$ cat config.mk
export PLATFORM = sky130hd
export DESIGN_NAME = entropy_conditioner_flat
export DESIGN_NICKNAME = d
export VERILOG_FILES = /design/src/rtl/entropy_conditioner_pkg.sv /design/src/rtl/entropy_conditioner_if.sv /design/src/rtl/entropy_conditioner_bit_synchronizer.sv /design/src/rtl/entropy_conditioner.sv /design/src/flat_wrapper.sv
export SDC_FILE = /design/constraint.sdc
export NUM_CORES = 1
export LEC_CHECK = 0
export ABC_AREA = 1
export BUFFER_PORTS_ARGS = -buffer_cell sky130_fd_sc_hd__buf_4
export CAP_MARGIN = 10
export CORE_ASPECT_RATIO = 0.6
export CORE_MARGIN = 8
export CORE_UTILIZATION = 35
export DETAILED_ROUTE_END_ITERATION = 8
export SETUP_SLACK_MARGIN = 0.1
export SYNTH_ARGS = -nofsm -noshare
export SYNTH_HDL_FRONTEND = slang
export SYNTH_SLANG_ARGS = --single-unit
export TNS_END_PERCENT = 100
$ cat constraint.sdc
create_clock -name clkIn -period 3 [get_ports clkIn]
set_input_delay 0.15 -clock clkIn [delete_from_list [all_inputs] [get_ports clkIn]]
set_output_delay 0.15 -clock clkIn [all_outputs]
set_load 0.03 [all_outputs]
$ cat src/rtl/entropy_conditioner_pkg.sv
// Shared types and defaults for the entropy conditioner.
// Optional health test is enabled by ENTROPY_HEALTH_TEST_EN.
package entropy_conditioner_pkg;
    localparam int SYNC_STAGES_DEF = 2;
    localparam int BYTE_WIDTH_DEF  = 8;
    localparam int REP_LIMIT_DEF   = 32;

    typedef enum logic {
        FIRST  = 1'b0,
        SECOND = 1'b1
    } pair_state_e;
endpackage

$ cat src/rtl/entropy_conditioner_if.sv
// Valid/ready word channel between the conditioner and its consumer.
// Optional health test is enabled by ENTROPY_HEALTH_TEST_EN.
interface entropy_conditioner_if #(
    parameter int BYTE_WIDTH = entropy_conditioner_pkg::BYTE_WIDTH_DEF
);
    logic [BYTE_WIDTH-1:0] dataOut;
    logic                  dataValid;
    logic                  dataReady;

    modport master (
        output dataOut,
        output dataValid,
        input  dataReady
    );

    modport slave (
        input  dataOut,
        input  dataValid,
        output dataReady
    );
endinterface

$ cat src/rtl/entropy_conditioner_bit_synchronizer.sv
// Plain flop-chain synchroniser with synchronous clear.
// Optional health test is enabled by ENTROPY_HEALTH_TEST_EN.
module bit_synchronizer #(
    parameter int STAGES = 2
) (
    input  logic clkIn,
    input  logic rstIn,
    input  logic d,
    output logic q
);
    logic [STAGES-1:0] chain;

    always_ff @(posedge clkIn) begin
        if (rstIn) chain <= '0;
        else       chain <= {chain[STAGES-2:0], d};
    end

    assign q = chain[STAGES-1];
endmodule

$ cat src/rtl/entropy_conditioner.sv
// Sync, von Neumann debias and byte-pack an async raw bitstream.
// Optional health test is enabled by ENTROPY_HEALTH_TEST_EN.
module entropy_conditioner
    import entropy_conditioner_pkg::*;
#(
    parameter int SYNC_STAGES = SYNC_STAGES_DEF,
    parameter int BYTE_WIDTH  = BYTE_WIDTH_DEF,
    parameter int REP_LIMIT   = REP_LIMIT_DEF
) (
    input  logic                  clkIn,
    input  logic                  rstIn,
    input  logic                  rawBitIn,
    input  logic                  rawClkIn,
    entropy_conditioner_if.master bus,
    output logic                  overflowOut,
    output logic                  healthFailOut
);
    localparam int CW = $clog2(BYTE_WIDTH + 1);

    logic syncBit;
    logic syncClk;
    logic clkPrev;
    logic strobe;

    bit_synchronizer #(.STAGES(SYNC_STAGES)) u_sync_bit (
        .clkIn(clkIn), .rstIn(rstIn), .d(rawBitIn), .q(syncBit)
    );

    bit_synchronizer #(.STAGES(SYNC_STAGES)) u_sync_clk (
        .clkIn(clkIn), .rstIn(rstIn), .d(rawClkIn), .q(syncClk)
    );

    always_ff @(posedge clkIn) begin
        if (rstIn) clkPrev <= 1'b0;
        else       clkPrev <= syncClk;
    end

    // Raw bit changes on rising edges, so sample on the synced fall.
    assign strobe = clkPrev & ~syncClk;

    pair_state_e state;
    pair_state_e stateNext;
    logic        pairBit;
    logic        emit;
    logic        emitBit;

    always_ff @(posedge clkIn) begin
        if (rstIn) begin
            state   <= FIRST;
            pairBit <= 1'b0;
        end else begin
            state <= stateNext;
            if (strobe && state == FIRST) pairBit <= syncBit;
        end
    end

    always_comb begin
        stateNext = state;
        if (strobe) begin
            unique case (state)
                FIRST:   stateNext = SECOND;
                SECOND:  stateNext = FIRST;
                default: stateNext = FIRST;
            endcase
        end
    end

    always_comb begin
        emit    = strobe && state == SECOND && pairBit != syncBit;
        emitBit = pairBit;
    end

    logic [BYTE_WIDTH-2:0] shiftReg;
    logic [BYTE_WIDTH-1:0] word;
    logic [CW-1:0]         bitCnt;
    logic                  complete;
    logic                  canLoad;
    logic                  xfer;
    logic                  gate;

    assign word     = {emitBit, shiftReg};
    assign complete = emit && bitCnt == CW'(BYTE_WIDTH - 1);
    assign xfer     = bus.dataValid && bus.dataReady;
    assign canLoad  = !bus.dataValid || bus.dataReady;

    always_ff @(posedge clkIn) begin
        if (rstIn) begin
            shiftReg      <= '0;
            bitCnt        <= '0;
            bus.dataOut   <= '0;
            bus.dataValid <= 1'b0;
            overflowOut   <= 1'b0;
        end else begin
            if (emit) begin
                shiftReg <= word[BYTE_WIDTH-1:1];
                bitCnt   <= complete ? '0 : bitCnt + 1'b1;
            end
            if (complete && !gate && canLoad) begin
                bus.dataOut   <= word;
                bus.dataValid <= 1'b1;
            end else if (xfer) begin
                bus.dataValid <= 1'b0;
            end
            if (complete && !gate && !canLoad) overflowOut <= 1'b1;
        end
    end

`ifdef ENTROPY_HEALTH_TEST_EN
    localparam int RW = $clog2(REP_LIMIT + 1);

    logic [RW-1:0] repCnt;
    logic          lastBit;
    logic          healthFail;
    logic          same;

    assign same = repCnt != '0 && syncBit == lastBit;

    always_ff @(posedge clkIn) begin
        if (rstIn) begin
            repCnt     <= '0;
            lastBit    <= 1'b0;
            healthFail <= 1'b0;
        end else if (strobe) begin
            lastBit <= syncBit;
            if (!same)                        repCnt <= RW'(1);
            else if (repCnt != RW'(REP_LIMIT)) repCnt <= repCnt + 1'b1;
            if (same && repCnt == RW'(REP_LIMIT - 1)) healthFail <= 1'b1;
        end
    end

    assign gate          = healthFail;
    assign healthFailOut = healthFail;
`else
    assign gate          = 1'b0;
    assign healthFailOut = 1'b0;
`endif
endmodule

$ cat src/flat_wrapper.sv
// flat-port wrapper written by rule: the top's interface ports become plain ports
module entropy_conditioner_flat import entropy_conditioner_pkg::*;
#(
    parameter int SYNC_STAGES = SYNC_STAGES_DEF,
    parameter int BYTE_WIDTH  = BYTE_WIDTH_DEF,
    parameter int REP_LIMIT   = REP_LIMIT_DEF
)
  (clkIn, rstIn, rawBitIn, rawClkIn, overflowOut, healthFailOut, bus_dataOut, bus_dataValid, bus_dataReady);
  entropy_conditioner_if #(.BYTE_WIDTH(BYTE_WIDTH)) bus_i ();
  input  logic clkIn;
  input  logic rstIn;
  input  logic rawBitIn;
  input  logic rawClkIn;
  output logic overflowOut;
  output logic healthFailOut;
  output wire logic [$bits(bus_i.dataOut)-1:0] bus_dataOut;
  output wire logic [$bits(bus_i.dataValid)-1:0] bus_dataValid;
  input wire logic [$bits(bus_i.dataReady)-1:0] bus_dataReady;
  assign bus_dataOut = bus_i.dataOut;
  assign bus_dataValid = bus_i.dataValid;
  assign bus_i.dataReady = bus_dataReady;
  entropy_conditioner #(.SYNC_STAGES(SYNC_STAGES), .BYTE_WIDTH(BYTE_WIDTH), .REP_LIMIT(REP_LIMIT)) u_core (.clkIn(clkIn), .rstIn(rstIn), .rawBitIn(rawBitIn), .rawClkIn(rawClkIn), .bus(bus_i), .overflowOut(overflowOut), .healthFailOut(healthFailOut));
endmodule
==> results by group <==
Status
  • Run status: completed

Worst setup path
  • Worst Setup Start Kind: register
  • Endpoint of the lowest-slack register-to-register path: u_core.bus.dataOut[1]
  • CP endpoint kind: register
  • WP data required: 3.22 ns
  • Maximum fanout count along the critical path: 11
  • Crit path capture: u_core.bus.dataOut[1]
  • Standard cell with the maximum stage delay on the critical path: sky130_fd_sc_hd__nor2_1
  • Arrival time at the worst endpoint: 2.07 ns
  • Worst r2r path cells: 7
  • Reg-to-reg critical path startpoint: u_core.bitCnt[0]
  • Crit path launch: u_core.bitCnt[0]
  • Critical path type: reg2reg
  • Cells along the critical path: ha_1, nand2_1, nor2_1, nand3_4, nand2_1, inv_1, nor2_1
  • Worst reg2reg setup slack: ~1.1 ns
  • Peak per-stage delay on the critical path: between 0.6 and 0.7 ns

GRT
  • Number of global-route vias before repair: ~880
  • GRT overflow: 0
  • Number of antenna violations at the first check in global routing: 0
  • Wire length of the first global-routing pass: 3.87 mm
  • Largest net degree at the start of global routing: 32
  • Met1 GRT Util: 0.0946
  • Met3 layer usage reported by global route: 0.0365
  • Met2 usage: 0.146
  • Layer with the highest usage: met2
  • Total track usage: 0.0856

Logic synthesis
  • Number of distinct library cells after synthesis: 20
  • Count of mapped cells out of synthesis: about 160
  • Synth top area cells: sky130_fd_sc_hd__dfxtp_1 46%, sky130_fd_sc_hd__inv_1 11%, sky130_fd_sc_hd__nand2_1 9.9%
  • Syn. warnings: 0
  • Most instantiated flip-flop cell in the synthesis netlist: sky130_fd_sc_hd__dfxtp_1
  • EDFF count, synth: 0
  • Nets in the synthesized netlist: 170
  • Post-synth top cells: 36 x sky130_fd_sc_hd__inv_1, 32 x sky130_fd_sc_hd__nand2_1, 28 x sky130_fd_sc_hd__dfxtp_1, 17 x sky130_fd_sc_hd__nor2_1, 13 x sky130_fd_sc_hd__a21oi_1
  • Register area share after synthesis: 0.462
  • Cell with the most instances after synthesis: sky130_fd_sc_hd__inv_1
  • Post-Syn Area: 1210 um^2
  • Cell taking the most area after synthesis: sky130_fd_sc_hd__dfxtp_1
  • Synth top area share: 0.462
  • Synth async-reset ratio: 0
  • Synthesized area divided by synthesized cell count: ~7.4 um^2
  • Number of synthesized register bits: 28

Clock network
  • Maximum level of the CTS H-tree: 1
  • Post-cts gate resize count: 0
  • Clock-pin slew reported for the worst setup and hold paths after clock tree synthesis: 0.09 ns
  • Clock root buffer: sky130_fd_sc_hd__clkbuf_8
  • Latest clock arrival within the worst-skew pair: around 0.27 ns
  • Number of clock sinks: 28
  • CTS tree: yes
  • Number of buffers added for setup after CTS: 0
  • Total clock buffers created by CTS: 3
  • CTS Hold Bufs: 0
  • Max Buffers Root-to-Sink: 2

Power
  • Pwr dens: 459 nW/um^2
  • Max rail drop VDD: approximately 0.00017 V
  • Pleak: 0.603 nW

Route
  • Detail-routed via count per cell: around 4.2
  • Total length of routed wires: about 2.1 mm
  • Detailed router's first-iteration violation count: 57
  • Number of detailed-routing iterations run before antenna repair: 6
  • Post-route DRC violation count: 0
  • Average detailed-routed wire length per instance: 9.54 um
  • Routed Antenna Nets: 0
  • Vias after detailed routing: 923

Timing
  • Count of final hold-check violations: 0
  • Final cycle utilization of the critical path: 0.619
  • Fmax achieved: 539 MHz
  • Setup total negative slack: 0 ns
  • Tightest Pin Transition: approximately 0.9 ns
  • Final-report max-slew violation count: 0
  • Worst max-slew margin expressed relative to the limit: 0.390
  • Worst-case clock skew: 0.00591 ns
  • Final setup viols: 0
  • Clock period minus worst slack: 1.86 ns
  • Setup repair after global routing missed its margin: no

Die
  • Floorplan die area: around 5700 um^2
  • Placeable core region: around 3300 um^2
  • Starting density of the core: 0.370
  • Die Y: around 60 um
  • IO Pins: 16
  • Width of the chip: 92.0 um
  • Number of cell rows: 16

Final layout
  • # diodes: 0
  • Utilization of the core after routing: 0.416
  • Signed area change from the synthesized netlist to the final layout: 12.6%
  • Layout cells sized above 1: 0.155
  • Number of nets in the layout: approximately 180

Placed design
  • Detailed Place HPWL: roughly 1.5 mm
  • Final estimated routing congestion in global placement: 0.702
  • Count of buffers inserted at the top-level ports: 14

Min path
  • HP Class: in2reg

Job
  • Number of maximum-capacitance constraint violations: 0
[kinds of logic after synthesis]
family / synth area share
DFF: 0.462
adders and majority gates: 0.0103
buffers and inverters: 0.167
other: 0.00309
AOI/OAI and AO/OA: 0.0866
and+or+nand+nor: 0.271
[through the flow]
stage	power, mW	instance area [um^2]	cells	hold slack (ns)	setup WS [ns]
2_1_floorplan	0.402	1210	164	0.257	1.73
3_3_place_gp	0.407	1310	215	0.354	1.27
3_5_place_dp	0.408	1310	215	0.359	1.17
4_1_cts	0.641	1370	219	0.0677	1.15
5_1_grt	0.663	1370	219	0.0818	0.891
6_report	0.628	1370	219	0.0768	1.14
[cell usage in the layout, fill, tap and decap left out]
master and count:
sky130_fd_sc_hd__a21oi_1 13, sky130_fd_sc_hd__buf_4 14, sky130_fd_sc_hd__clkbuf_8 4, sky130_fd_sc_hd__conb_1 1, sky130_fd_sc_hd__dfxtp_1 28, sky130_fd_sc_hd__ha_1 1
sky130_fd_sc_hd__inv_1 36, sky130_fd_sc_hd__inv_2 1, sky130_fd_sc_hd__nand2_1 32, sky130_fd_sc_hd__nand2_2 3, sky130_fd_sc_hd__nand3_1 3, sky130_fd_sc_hd__nand3_4 1
sky130_fd_sc_hd__nand3b_4 1, sky130_fd_sc_hd__nand4_1 8, sky130_fd_sc_hd__nor2_1 17, sky130_fd_sc_hd__nor2_2 1, sky130_fd_sc_hd__nor2_4 1, sky130_fd_sc_hd__o21ai_0 8
sky130_fd_sc_hd__or2_2 1
[worst min path at each step]
stage               startpoint                    endpoint  slack [ns]  depth (start not counted)
finish                rawBitIn  u_core.u_sync_bit.chain[0]        0.08                          3
global route          rawClkIn  u_core.u_sync_clk.chain[0]        0.08                          3
CTS                   rawBitIn  u_core.u_sync_bit.chain[0]        0.07                          3
detailed placement    rawBitIn  u_core.u_sync_bit.chain[0]        0.36                          3
global placement      rawBitIn  u_core.u_sync_bit.chain[0]        0.35                          3
floorplan             rawBitIn  u_core.u_sync_bit.chain[0]        0.26                          2
[registers in the layout, summed over array words and instances, names as in the netlist]
register	flops
u_core.bitCnt	4
u_core.bus.dataOut	8
u_core.bus.dataValid	1
u_core.clkPrev	1
u_core.emitBit	1
u_core.overflowOut	1
u_core.shiftReg	7
u_core.state	1
u_core.u_sync_bit.chain	2
u_core.u_sync_clk.chain	2
[per-layer routing]
metal	share of wire	vias to the layer above
met3	0.050	2
met5	0	-
met4	0.013	0
li1	-	510
met1	0.50	398
met2	0.44	13
[critical path, delay by kind of cell (launching register included)]
family | cells | cell delay (ns)
and+or+nand+nor | 5 | 1.17
DFF | 1 | 0.38
adders and majority gates | 1 | 0.20
buffers and inverters | 1 | 0.04
[layout make-up]
type	instances	area (um^2)
clock buffers	4	55.1
inverters	37	139
well taps	45	56.3
repair buffers	14	105
fillers	356	1920
multi-input cells	91	450
flip-flops and latches	28	561
[power breakdown]
| group | internal, mW | total (mW) | switching (mW) |
|---|---|---|---|
| Combinational | 0.00804 | 0.0218 | 0.0137 |
| Clock | 0.117 | 0.229 | 0.112 |
| Sequential | 0.375 | 0.377 | 0.00176 |
No activity file was read; power rests on OpenSTA's default activity.
